### src/rtl/game_pkg.sv
// Shared definitions for the obstacle generator and Brain: column codes,
// generator states and the 16-bit Fibonacci LFSR step.
package game_pkg;

    localparam int MAP_W = 16;

    localparam logic [1:0] COL_EMPTY  = 2'b00;
    localparam logic [1:0] COL_GROUND = 2'b01;
    localparam logic [1:0] COL_HIGH   = 2'b10;

    typedef enum logic [1:0] {
        IDLE   = 2'd0,
        RUN    = 2'd1,
        FROZEN = 2'd2
    } state_t;

    // Feedback taps at bits 15, 13, 12 and 10.
    localparam logic [15:0] LFSR_TAPS = 16'hB400;

    function automatic logic [15:0] lfsr_advance(input logic [15:0] v);
        return {v[14:0], ^(v & LFSR_TAPS)};
    endfunction

endpackage

### src/rtl/obstacle_map_gen_lfsr16.sv
// 16-bit Fibonacci LFSR; load returns to the seed and wins over adv.
module lfsr16
    import game_pkg::*;
#(
    parameter logic [15:0] INIT = 16'hACE1
) (
    input  logic        clk,
    input  logic        rst_n,
    input  logic        load,
    input  logic        adv,
    input  logic [15:0] seed,
    output logic [15:0] q
);

    logic [15:0] lfsr_reg;

    always_ff @(posedge clk or negedge rst_n) begin
        if (!rst_n) begin
            lfsr_reg <= INIT;
        end else if (load) begin
            lfsr_reg <= seed;
        end else if (adv) begin
            lfsr_reg <= lfsr_advance(lfsr_reg);
        end
    end

    assign q = lfsr_reg;

endmodule

### src/rtl/obstacle_map_gen.sv
// Scrolling 8-column obstacle map with gap-guaranteed random spawns,
// freeze on death and a step period that shrinks as obstacles are passed.
module obstacle_map_gen
    import game_pkg::*;
#(
    parameter int          STEP_DIV      = 25_000_000,
    parameter int          MIN_DIV       = 4_000_000,
    parameter int          MIN_GAP       = 2,
    parameter int          SPEEDUP_EVERY = 8,
    parameter logic [15:0] SEED          = 16'hACE1
) (
    input  logic             clk,
    input  logic             rst_n,
    input  logic             start,
    input  logic             is_dead,
    output logic [MAP_W-1:0] map,
    output logic             step,
    output logic [7:0]       passed
);

    localparam int DW = $clog2(STEP_DIV + 1);
    localparam int GW = $clog2(MIN_GAP + 1);

    state_t           state_reg;
    logic [MAP_W-1:0] map_reg;
    logic             step_reg;
    logic [7:0]       passed_reg;
    logic [GW-1:0]    gap_reg;
    logic [DW-1:0]    div_reg;
    logic [DW-1:0]    tick_reg;

    logic [15:0]   lfsr_q;
    logic [15:0]   lfsr_l;
    logic          lfsr_unused;
    logic          lfsr_load;
    logic          tick_done;
    logic [1:0]    col_next;
    logic [GW-1:0] gap_next;
    logic          passed_inc;
    logic [7:0]    passed_next;
    logic          speed_up;
    logic [DW-1:0] div_dec;
    logic [DW-1:0] div_next;

    assign tick_done = (state_reg == RUN) && !is_dead && (tick_reg == div_reg - DW'(1));
    assign lfsr_load = (state_reg == IDLE) || ((state_reg == FROZEN) && !start);

    lfsr16 #(.INIT(SEED)) u_lfsr (
        .clk   (clk),
        .rst_n (rst_n),
        .load  (lfsr_load),
        .adv   (tick_done),
        .seed  (SEED),
        .q     (lfsr_q)
    );

    // Spawn decisions use the value the LFSR takes at this step's edge.
    assign lfsr_l      = lfsr_advance(lfsr_q);
    assign lfsr_unused = ^{lfsr_l[15:4], lfsr_l[1:0]};

    always_comb begin
        col_next = COL_EMPTY;
        gap_next = gap_reg;
        if (gap_reg != '0) begin
            gap_next = gap_reg - GW'(1);
        end else if (lfsr_l[2]) begin
            col_next = lfsr_l[3] ? COL_HIGH : COL_GROUND;
            gap_next = GW'(MIN_GAP);
        end
    end

    assign passed_inc  = (map_reg[MAP_W-1 -: 2] != COL_EMPTY) && (passed_reg != 8'hFF);
    assign passed_next = passed_reg + 8'd1;
    assign speed_up    = passed_inc && ((int'(passed_next) % SPEEDUP_EVERY) == 0);
    assign div_dec     = div_reg - (div_reg >> 3);
    assign div_next    = (div_dec < DW'(MIN_DIV)) ? DW'(MIN_DIV) : div_dec;

    always_ff @(posedge clk or negedge rst_n) begin
        if (!rst_n) begin
            state_reg  <= IDLE;
            map_reg    <= '0;
            step_reg   <= 1'b0;
            passed_reg <= '0;
            gap_reg    <= '0;
            div_reg    <= DW'(STEP_DIV);
            tick_reg   <= '0;
        end else begin
            step_reg <= 1'b0;
            case (state_reg)
                IDLE: begin
                    map_reg    <= '0;
                    passed_reg <= '0;
                    gap_reg    <= '0;
                    div_reg    <= DW'(STEP_DIV);
                    tick_reg   <= '0;
                    if (start) state_reg <= RUN;
                end
                RUN: begin
                    if (is_dead) begin
                        state_reg <= FROZEN;
                    end else if (tick_done) begin
                        tick_reg <= '0;
                        step_reg <= 1'b1;
                        map_reg  <= {map_reg[MAP_W-3:0], col_next};
                        gap_reg  <= gap_next;
                        if (passed_inc) passed_reg <= passed_next;
                        if (speed_up)   div_reg    <= div_next;
                    end else begin
                        tick_reg <= tick_reg + DW'(1);
                    end
                end
                FROZEN: begin
                    if (!start) begin
                        state_reg  <= IDLE;
                        map_reg    <= '0;
                        passed_reg <= '0;
                        gap_reg    <= '0;
                        div_reg    <= DW'(STEP_DIV);
                        tick_reg   <= '0;
                    end
                end
                default: state_reg <= IDLE;
            endcase
        end
    end

    assign map    = map_reg;
    assign step   = step_reg;
    assign passed = passed_reg;

endmodule

### config.mk
export PLATFORM = sky130hd
export DESIGN_NAME = obstacle_map_gen
export DESIGN_NICKNAME = d
export VERILOG_FILES = /design/src/rtl/game_pkg.sv /design/src/rtl/obstacle_map_gen_lfsr16.sv /design/src/rtl/obstacle_map_gen.sv
export SDC_FILE = /design/constraint.sdc
export NUM_CORES = 1
export LEC_CHECK = 0
export CAP_MARGIN = 0
export CORE_MARGIN = 8
export CORE_UTILIZATION = 50
export CTS_BUF_LIST = sky130_fd_sc_hd__clkbuf_8
export CTS_CLUSTER_DIAMETER = 60
export CTS_CLUSTER_SIZE = 30
export DETAILED_ROUTE_END_ITERATION = 10
export PLACE_DENSITY = 0.68
export SYNTH_ARGS = -nofsm -noshare
export SYNTH_HDL_FRONTEND = slang
export SYNTH_SLANG_ARGS = --single-unit
### constraint.sdc
create_clock -name clk -period 4.8 [get_ports clk]
set_clock_uncertainty 0.1 [all_clocks]
set_input_delay 1.2 -clock clk [delete_from_list [all_inputs] [get_ports clk]]
set_output_delay 1.2 -clock clk [all_outputs]
set_load 0.01 [all_outputs]
# Word level (Yosys, flattened, before mapping)
# Cells that the tools add are included.
classes:
  n_addsub: 5
  n_lt_le_gt_ge: 1
  n_eq_ne: 12
  n_mux: 36
  n_reduce_logical: 21
ops:
  columns: ["op", "count"]
  rows:
  - ["$mux W25", 8]
  - ["$pmux W25 S3", 2]
  - ["$mux W16", 5]
  - ["$pmux W16 S3", 1]
  - ["$logic_not A32 Y1", 1]
  - ["$mux W8", 4]
  - ["$add A25 B1 Y25 const B", 1]
  - ["$eq A25 B25 Y1", 1]
  - ["$lt A25 B22 Y1 const B", 1]
  - ["$sub A25 B1 Y25 const B", 1]
  - ["$sub A25 B22 Y25", 1]
  - ["$pmux W8 S3", 1]
  - ["$mux W2", 10]
  - ["$reduce_xor A16 Y1", 1]
  - ["$reduce_and A5 Y1", 3]
  - ["$ne A2 B2 Y1 const B", 7]
  - ["$pmux W2 S3", 2]
  - ["$add A8 B1 Y8 const B", 1]
  - ["$ne A8 B8 Y1 const B", 1]
  - ["$reduce_and A3 Y1", 2]
  - ["$reduce_bool A2 Y1", 3]
  - ["$logic_and A1 B1 Y1", 5]
  - ["$reduce_and A4 Y1", 1]
  - ["$mux W1", 3]
  - ["8 further kinds", 9]
totals:
  regBits: 95
  in_bits: 4
  wordCells: 83

# Depth between registers and ports, before layout
depth:
  word_depth: 7
  depth_mapped: 14

# By module
# A second synthesis with hierarchy kept.
hier_totals:
  cells_unflattened: 824
  hier_area_um2: 7046.8
by_module_without_submodules:
  columns: ["mod", "n_inst", "cells_each", "area_per_inst_um2"]
  rows:
  - ["obstacle_map_gen", 1, 751, 6256.0]
  - ["lfsr16", 1, 73, 790.8]

# Least setup slack after synthesis
# Ideal clock, no wire load.
synth_timing:
  path_type: "register to register"
  from: "reg div_reg[19]"
  to: "reg div_reg[10]"
  t_arrival_ns: 3.253
  t_required_ns: 4.571
  setup_slack_ns: 1.318
  stages_incl_launch_ff: 13
  path_buffers: 1
  cell_sequence: "dfstp_2 -> inv_1 -> ha_1 -> a21o_1 -> a21o_1 -> a21o_1 -> a2111oi_0 -> a21boi_0 -> xnor2_1 -> nor4b_1 -> o31a_1 -> buf_2 -> o22ai_1"
synth_via:
  elab_chain_cells: 7
  elab_cells_between_ends: 12
  cone_classes: "add/sub (2); order compare (1); eq/ne (2); mux (5); reduce/logical (2)"
synth_lines:
  columns: ["element", "line", "source"]
  rows:
  - ["from (decl)", "obstacle_map_gen.sv:29", "logic [DW-1:0] div_reg;"]
  - ["from (signal assigned)", "obstacle_map_gen.sv:85", "div_reg <= DW'(STEP_DIV);"]
  - ["from (signal assigned)", "obstacle_map_gen.sv:94", "div_reg <= DW'(STEP_DIV);"]
  - ["from (signal assigned)", "obstacle_map_gen.sv:107", "if (speed_up) div_reg <= div_next;"]
  - ["$sub A25 B22 Y25", "obstacle_map_gen.sv:75", "assign div_dec = div_reg - (div_reg >> 3);"]
  - ["$lt A25 B22 Y1", "obstacle_map_gen.sv:76", "assign div_next = (div_dec < DW'(MIN_DIV)) ? DW'(MIN_DIV) : div_dec;"]
  - ["$mux W25", "obstacle_map_gen.sv:76", null]
  - ["$mux W25", "obstacle_map_gen.sv:107", null]
  - ["$mux W25", "obstacle_map_gen.sv:101", "end else if (tick_done) begin"]
  - ["$mux W25", "obstacle_map_gen.sv:99", "if (is_dead) begin"]
  - ["$pmux W25 S3", "obstacle_map_gen.sv:89", "case (state_reg)"]
# Several ways; a longest one is shown, not always the timed one. The select of a mux whose other input is x is not followed.
# A chain may end at the register's enable or synchronous reset.

# Worst setup path after layout
layout_timing:
  from: "reg div_reg[1]"
  to: "reg div_reg[12]"
# The elaborated chain is that of the path after synthesis.

==> qor.log <==
[routing] first-pass iteration count of the detailed router 5
[routing] WL final 17200 um
[finish] final antenna diode count 0
[placement] number of placed cells counting well taps 960
[setup_path] CP Cell Sequence inv_1, ha_1, or4b_1, nor3_1, o21ai_0, a21oi_1, nand4b_1, nor4_4, buf_4, a31oi_2, a22o_1, a21oi_1
[setup_path] CP Max Fanout 24
[synth] number of flops mapped to enable cells by yosys 0
[cts] quantity of hold-fixing buffers added after cts 0
[cts] post-CTS setup buffer count 0
[pwr] PwrDens 284 nW/um^2
[timing] number of endpoints with negative hold slack in the final report 0
[floorplanning] DIE HEIGHT 131 um
[synth] post-synth top area cell dfrtp_1
[setup_path] crit path from div_reg[1]
[worst_hold_path] path category of the worst min-delay check reg -> reg
[synth] proportion of synthesized flip-flops having asynchronous set or reset 1.00
[cts] total clock buffers created by CTS 9
[setup_path] most common cell type on the critical path a21oi_1
[synth] leading cell types by count after synthesis nand2_1, dfrtp_1, nor2_1
[synth] Seq/Total Area, Yosys 0.360
[synth] most repeated cell in the gate-level netlist after synthesis nand2_1
[routing] drt drc 0
[floorplanning] boundary pin count 29
[floorplanning] Die X 131 um
[setup_path] arrival time of the worst setup path 4.52 ns
[global_routing] global-route congestion overflow total 0
[cts] clock tree from TritonCTS done
[timing] max-slew violation total from the final report 0
[synth] synthesized net count 817
[finish] Layout Area Growth over Synthesis 8.73%
[cts] clock insertion delay at the later pin of the skew report 0.37 ns
[global_routing] pin count of the biggest net entering global routing 69
[routing] number of vias after detailed routing 5967
[timing] actual transition at the worst max-transition pin 1.09 ns
[global_routing] first-pass GRT wire length 29000 um
[cts] maximum buffer depth of the clock tree 2
[timing] setup-violating endpoint count in the final report 0
[synth] fraction of post-synthesis cell area in the top cell type by area 0.282
[synth] Synth cell types 75
[timing] post-route clock period utilization 0.903
[finish] area occupied by registers 2400 sq um
[routing] number of nets with antenna violations after routing 0
[synth] primary flip-flop cell chosen by synthesis mapping dfrtp_1
[placement] Port-buffer cells 28
[worst_hold_path] critical hold path startpoint u_lfsr.q[6]
[finish] proportion of layout cells with a drive suffix above 1 0.0700
[setup_path] FF-to-FF Start div_reg[1]
[timing] RSZ-0062 raised after global routing false
[floorplanning] Core Footprint 13100 sq um
[setup_path] endpoint required time on the critical path 4.99 ns
[synth] synthesis warning total 0
[placement] placer congestion estimate 0.889
[timing] final-layout setup total negative slack 0 ns
[global_routing] via count of the first global-routing pass 5812
[setup_path] CP peak stage delay 0.91 ns
[finish] final net count 828
[finish] multi-input gate area in the final layout 3960 sq um
[pwr] reported leakage power 3.04 nW
[floorplanning] effective utilization at floorplan 0.507
[global_routing] antenna violations before repair 0
[placement] DP HPWL 12800 um
[synth] post-synthesis instance area 6660 sq um
[setup_path] crit path kind reg -> reg
[synth] average cell area after synthesis 8.50 sq um
[finish] Cell Count, Final, Fillers Out 976
[cts] clock edge transition at the registers on the reported setup and hold paths 0.09 ns
[setup_path] cell type of the slowest stage on the worst timing path a31oi_2
[setup_path] Critical Path End Type register
[flow_run] number of maximum-capacitance violations 0
[cts] count of cells resized by post-cts repair 0
[pwr] maximum ir drop on the vdd rail 216 uV
[run_status] run status finished, final reports clean
[cts] Root Buffer clkbuf_8
[routing] average wire per cell in the routed design 17.6 um
[timing] achievable clock frequency 231 MHz
[floorplanning] Die ar. 17300 sq um
[timing] Slew Limit Headroom 0.273
[routing] drt via density 6.11
[floorplanning] placement row count 42
[timing] Final Critical Period 4.33 ns
[global_routing] overall fraction of global-route tracks in use 0.200
[routing] number of DRC violations after detailed-routing iteration 0 321
[cts] H-tree Lvls 3
[synth] biggest area contributors in the synthesized netlist dfrtp_1, dfstp_2, nand2_1
[cts] CTS sink cnt 95
[setup_path] category of the worst setup path launch point register
[finish] filler instances 1217
[synth] Cells after Synth 784
[synth] flop and latch count out of synthesis 95
-- critical path: cells and delay by family (launching register included) --
family / cells / cell delay (ns)
buffers and inverters: 2 / 0.38
AO/OA/AOI/OAI: 5 / 1.74
adder cells (fa/ha/maj): 1 / 0.23
AND/OR/NAND/NOR: 4 / 1.32
flip-flops: 1 / 0.46
-- cell type report --
cell class	count	area share
Timing Repair Buffer	35	0.0456
Inverter	41	0.0212
Multi-Input combinational cell	613	0.546
Sequential cell	95	0.332
Tap cell	176	0.0304
Clock buffer	9	0.0171
Clock inverter	7	0.00829
-- placed cells by master, fill, tap and decap left out, drive strengths merged, types with 6 or more instances in the layout --
master / n
a21o: 16
a21oi: 39
a22o: 7
a22oi: 8
a31oi: 9
and3: 14
buf: 8
clkbuf: 9
clkdlybuf4s50: 27
dfrtp: 75
dfstp: 20
ha: 28
inv: 45
nand2: 99
nand2b: 11
nand3: 27
nand4: 16
nor2: 60
nor2b: 6
nor3: 24
nor4: 9
o211ai: 9
o21ai: 56
o31ai: 17
or3: 8
xnor2: 33
xor2: 35
-- where the power goes --
| group | switching, mW | total [mW] | internal, mW |
|---|---|---|---|
| clock network | 0.283 | 0.516 | 0.234 |
| logic | 0.481 | 0.668 | 0.188 |
| registers | 0.0437 | 0.877 | 0.833 |
| total | 0.807 | 2.06 | 1.25 |
-- layer usage --
layer	global-route usage	part of all wire	vias up
li1	-	-	2847
met1	0.254	0.44	2922
met2	0.339	0.49	175
met3	0.0328	0.054	23
met4	0.0683	0.017	0
met5	0	0	-
-- worst paths after layout --
| kind | to | slack, ns | cells past startpoint |
|---|---|---|---|
| max | div_reg[12] | 0.47 | 12 |
| min in group asynchronous | map[5] | 0.81 | 1 |
| min reg2reg | u_lfsr.q[7] | 0.39 | 2 |
| max reg2reg | div_reg[12] | 0.47 | 12 |
| min | u_lfsr.q[7] | 0.39 | 2 |
| max in group asynchronous | div_reg[21] | 2.86 | 2 |
-- metrics by stage --
step,setup slack (ns),power (mW),area (sq um),utilization,hold WS (ns)
3_3_place_gp,0.384,1.53,7060,0.538,0.364
5_1_grt,0.109,2.19,7250,0.552,0.407
3_5_place_dp,0.311,1.56,7060,0.538,0.372
4_1_cts,0.537,2.07,7250,0.552,0.394
6_report,0.466,2.06,7250,0.552,0.392
2_1_floorplan,1.32,1.36,6660,-,0.351
-- cells by family (layout without fill, tap and decap cells) --
kind of cell | after synthesis | in the layout | synth area share
buffers and inverters | 76 | 92 | 0.0475
multiplexers | 4 | 4 | 0.00601
adder cells (fa/ha/maj) | 29 | 29 | 0.0556
XOR/XNOR | 68 | 68 | 0.0894
AND/OR/NAND/NOR | 303 | 303 | 0.233
AO/OA/AOI/OAI | 209 | 209 | 0.208
flip-flops | 95 | 95 | 0.360
(Power assumes the default switching activity.)
==> variant 1 (config.mk and constraints unchanged) <==
Reset style: synchronous (`rst_n`), changed in 2 clocked blocks.
--- a/src/rtl/obstacle_map_gen_lfsr16.sv
+++ b/src/rtl/obstacle_map_gen_lfsr16.sv
@@ -15,5 +15,5 @@
     logic [15:0] lfsr_reg;
 
-    always_ff @(posedge clk or negedge rst_n) begin
+    always_ff @(posedge clk) begin
         if (!rst_n) begin
             lfsr_reg <= INIT;
--- a/src/rtl/obstacle_map_gen.sv
+++ b/src/rtl/obstacle_map_gen.sv
@@ -76,5 +76,5 @@
     assign div_next    = (div_dec < DW'(MIN_DIV)) ? DW'(MIN_DIV) : div_dec;
 
-    always_ff @(posedge clk or negedge rst_n) begin
+    always_ff @(posedge clk) begin
         if (!rst_n) begin
             state_reg  <= IDLE;
Behaviour: no difference found for any inputs over 10 cycles, from zero or initial values and one cycle with rst_n low; that may be too few to reach the edited logic, so the function may still have changed.
==> variant 1 against the original RTL <==
  * Sequential share of layout area is 5.3 points lower
  * Highest routed layer unchanged
  * Final area decreased by 5.8%
  * Sequential cell count unchanged
  * Routed wire length down 1.6%
  * First-iteration DRC count increased by 71%
  * Fmax fell by 2.4%
  * Core utilization is 1.5 points higher
  * Synthesized area decreased by 6.6%
  * Worst setup slack got worse by 0.10 ns
Power is not compared: it rests on default switching activity, and its combinational part moved more than twofold at a synthesized area within 25%.
==> variant 1: results (changes against the original RTL) <==
* Nets@finish at 823 (-0.60%)
* Area added between synthesis and finish at 9.75%
* Detailed placer's ending HPWL at 13.2 mm (+3.3%)
* Xor/xnor share of the synthesized area at 0.107 (+0.0176)
* RR Startpoint: div_reg[17]$_SDFFE_PN0P_
* Hold EP: u_lfsr.q[7]$_SDFFE_PP1P_
* Avg Inst Size Synth at 8.05 um2 (-5.3%)
* Seq/Total Area, Yosys at 0.306 (-0.0548)
* RR Endpoint: div_reg[19]$_SDFFE_PN1P_
* DR iter-0 viols at 549 (+71%)
* Met3 usage at 0.0341 (+0.00134)
* Metal2 WL at 7.59 mm (-9.3%)
* CP max stage cell: or4b_2
* Post-synthesis mux area share at 0.0290 (+0.0230)
* Largest net degree at the start of global routing at 42 (-39%)
* Status: finished clean
* Prevailing post-synth register cell: dfxtp_1
* Synth Net Count at 806 (-1.3%)
* WL final at 16.9 mm (-1.6%)
* Asr flop ratio synth at 0 (-1.00)
* Met3 wire length at 916 um (-1.8%)
* Vias in the first global route at 5327 (-8.3%)
* GR Layer Usage met2 at 0.307 (-0.0311)
* Reg2Reg Depth at 11 (-1)
* Synth top area cells: dfxtp_1, xnor2_1, ha_1
* Synth top cells by count: dfxtp_1, nor2_1, nand2_1
* Compound-Gate Fraction of Synth Area at 0.213 (+0.00437)
* Global-route wire length before repair at 26.9 mm (-7.3%)
* Adder-Cell Fraction of Synth Area at 0.0595 (+0.00396)
* Hold_ws at 0.384 ns (-0.00721 ns)
* Share of layout cells above drive strength 1 at 0.0592 (-0.0108)
* Wire per inst at 17.6 um (-0.19%)
* CP max stage delay at 0.68 ns (-0.23 ns)
variant 1: worst register-to-register path, cell delays in order, from the launching register on:
cell,delay [ns]
dfxtp_1,0.47
inv_1,0.19
ha_1,0.41
o21ai_1,0.30
o22ai_1,0.15
or4b_2,0.68
nand2b_1,0.20
a311oi_1,0.60
xnor2_1,0.13
nor3_1,0.46
a211o_2,0.45
a2bb2oi_1,0.24
variant 1: worst max-delay path by stage:
stage | startpoint | to | slack [ns]
floorplan | div_reg[1]$_SDFFE_PN0P_ | map[14]$_SDFFE_PN0P_ | 1.26
global placement | div_reg[17]$_SDFFE_PN0P_ | div_reg[2]$_SDFFE_PN0P_ | 0.49
detailed placement | div_reg[17]$_SDFFE_PN0P_ | div_reg[19]$_SDFFE_PN1P_ | 0.30
CTS | div_reg[17]$_SDFFE_PN0P_ | div_reg[19]$_SDFFE_PN1P_ | 0.25
global route | div_reg[17]$_SDFFE_PN0P_ | div_reg[19]$_SDFFE_PN1P_ | 0.15
finish | div_reg[17]$_SDFFE_PN0P_ | div_reg[19]$_SDFFE_PN1P_ | 0.36
variant 1: area by class of cell:
class,count,area share
multi-input cells,608,0.591
clock inverters,5,0.00623
inverters,38,0.0209
well taps,168,0.0308
flip-flops and latches,95,0.279
clock buffers,10,0.0202
repair buffers,38,0.0520
variant 1: logic make-up (layout without fill, tap and decap cells):
logic type,after synthesis,count (layout)
compound gates,187,187
xor+xnor,76,76
fa+ha+maj,29,29
buf+inv,70,91
flops,95,95
mux,18,18
simple gates,298,298
variant 1: report_power, final:
part	leakage (nW)	total [mW]	switching, mW	internal (mW)
logic	1.65	0.0787	0.0559	0.0228
clock network	0.0889	0.501	0.296	0.204
registers	0.766	0.794	0.00390	0.790
total	2.51	1.37	0.356	1.02
==> variant 2 (config.mk and constraints unchanged) <==
Without the edit above. Set the parameter `STEP_DIV` to 50_000_000 (it was 25_000_000).
--- a/src/rtl/obstacle_map_gen.sv
+++ b/src/rtl/obstacle_map_gen.sv
@@ -4,5 +4,5 @@
     import game_pkg::*;
 #(
-    parameter int          STEP_DIV      = 25_000_000,
+    parameter int          STEP_DIV      = 50_000_000,
     parameter int          MIN_DIV       = 4_000_000,
     parameter int          MIN_GAP       = 2,
Function: no difference found for any inputs over 10 cycles, from zero or initial values and one cycle with rst_n low; that may be too few to reach the edited logic, so the function may still have changed.
==> variant 2 against the original RTL <==
  * Sequential cell count increased by 2
  * Routed wire length down 0.42%
  * Worst setup slack improved by 0.15 ns
  * Final cell count grew 3.2%
  * Global-route usage fell by 0.65 points
  * Synthesized area increased by 3.5%
  * Via count grew 0.67%
  * Final area up 3.3%
  * Core utilization shrank 0.37 points
  * Critical endpoint unchanged
  * Total power increased by 1.3%
==> variant 2: results (changes against the original RTL) <==
* Status: finished clean
* Share of layout cells above drive strength 1 at 0.0907 (+0.0207)
* # fillers at 1281 (+5.3%)
* Non-filler instance count after layout at 1007 (+3.2%)
* Warning count from the yosys run at 0 (unchanged)
* Vias in the first global route at 5901 (+1.5%)
* Hold path cells at 2 (unchanged)
* Nets@finish at 856 (+3.4%)
* Hold EP: u_lfsr.q[15]$_DFFE_PN1P_
* Global-route wire length before repair at 28.7 mm (-1.0%)
* Detailed placer's ending HPWL at 12.8 mm (+0.63%)
* CP max stage cell: nor3b_1
* Crit path from: div_reg[0]$_DFFE_PN0P_
* Worst VDD drop at 0.000320 V (+48%)
* Critical path's top delay family: simple AND/OR/NAND/NOR gates
* Routability Congestion at 0.914 (+2.8%)
* Hold_ws at 0.391 ns (-0.000432 ns)
* Post-CTS Setup Inserts at 0 (unchanged)
* Synth Net Count at 847 (+3.7%)
* CP max stage delay at 0.54 ns (-0.37 ns)
* Asr flop ratio synth at 1.00 (unchanged)
* Clk pin slew, worst setup/hold paths at 0.10 ns
* Routed vias/inst at 5.97 (-2.4%)
* Largest net degree at the start of global routing at 76 (+10%)
* Router iterations before antenna repair at 5 (unchanged)
* Synth top cells by count: nand2_1, nor2_1, dfrtp_1
* Worst hold start: u_lfsr.q[14]$_DFFE_PN0P_
* Synth top area cells: dfrtp_1, dfstp_2, xor2_1
* Port bufs at 28 (unchanged)
* Worst-Skew Late Latency at 0.39 ns (+0.02 ns)
* Reg2Reg Depth at 13 (+1)
* Setup slack, reg-to-reg at 0.62 ns (+0.15 ns)
* Antenna violations before repair at 0 (unchanged)
* Placed Cells at 991 (+3.2%)
* Critical path arrival at 4.38 ns (-0.14 ns)
* WL final at 17.2 mm (-0.42%)
* Post-CTS sizing at 0 (unchanged)
* Avg Inst Size Synth at 8.48 um2 (-0.24%)
* Longest Clk Path Bufs at 2 (unchanged)
* Seq/Total Area, Yosys at 0.356 (-0.00478)
* RR Startpoint: div_reg[0]$_DFFE_PN0P_
* Overall global routing resource usage at 0.194 (-0.00650)
* DR iter-0 viols at 458 (+43%)
* Max H-tree Level at 3 (unchanged)
* P_leak at 3.05 nW (+0.43%)
* Worst-path fanout max at 11 (-54%)
* Worst-Margin Slew at 0.933 ns (-0.153 ns)
[variant 2: logic make-up (layout without fill, tap and decap cells)]
group | count (synthesis) | after routing | share of synthesized area
AOI/OAI and AO/OA | 190 | 190 | 0.187
xor gates and xnor gates | 82 | 82 | 0.104
adders and majority gates | 30 | 30 | 0.0555
buffers and inverters | 78 | 92 | 0.0490
DFF | 97 | 97 | 0.356
muxes | 1 | 1 | 0.00163
and+or+nand+nor | 335 | 335 | 0.246
[variant 2: metal layers]
layer | vias up | global-route usage | routed length [um]
met3 | 31 | 0.0275 | 733
li1 | 2913 | - | -
met2 | 165 | 0.307 | 7880
met4 | 0 | 0.0848 | 383
met1 | 2898 | 0.258 | 8150
met5 | - | 0 | 0
[variant 2: power by group]
part           switching (mW)  total [mW]  internal (mW)
registers              0.0572       0.912          0.854
logic                   0.452       0.639          0.187
clock network           0.334       0.538          0.204
total                   0.843        2.09           1.25
[variant 2: tightest hold or removal path, cell delays in order, from the launching register on]
cell and delay, ns:
dfrtp_1 0.37, inv_1 0.06, a21oi_1 0.06
[variant 2: area by class of cell]
class / count / area, um2 / area share
Multi-Input combinational cell: 638 / 4110 / 0.549
Sequential cell: 97 / 2450 / 0.328
Timing Repair Buffer: 36 / 350 / 0.0468
Tap cell: 180 / 225 / 0.0301
Inverter: 40 / 150 / 0.0201
Clock buffer: 9 / 124 / 0.0165
Clock inverter: 7 / 72.6 / 0.00969
[variant 2: through the flow]
step | setup WS (ns) | area, um2
2_1_floorplan | 1.13 | 6890
3_3_place_gp | 0.639 | 7290
3_5_place_dp | 0.513 | 7290
4_1_cts | 0.656 | 7490
5_1_grt | 0.326 | 7490
6_report | 0.619 | 7490
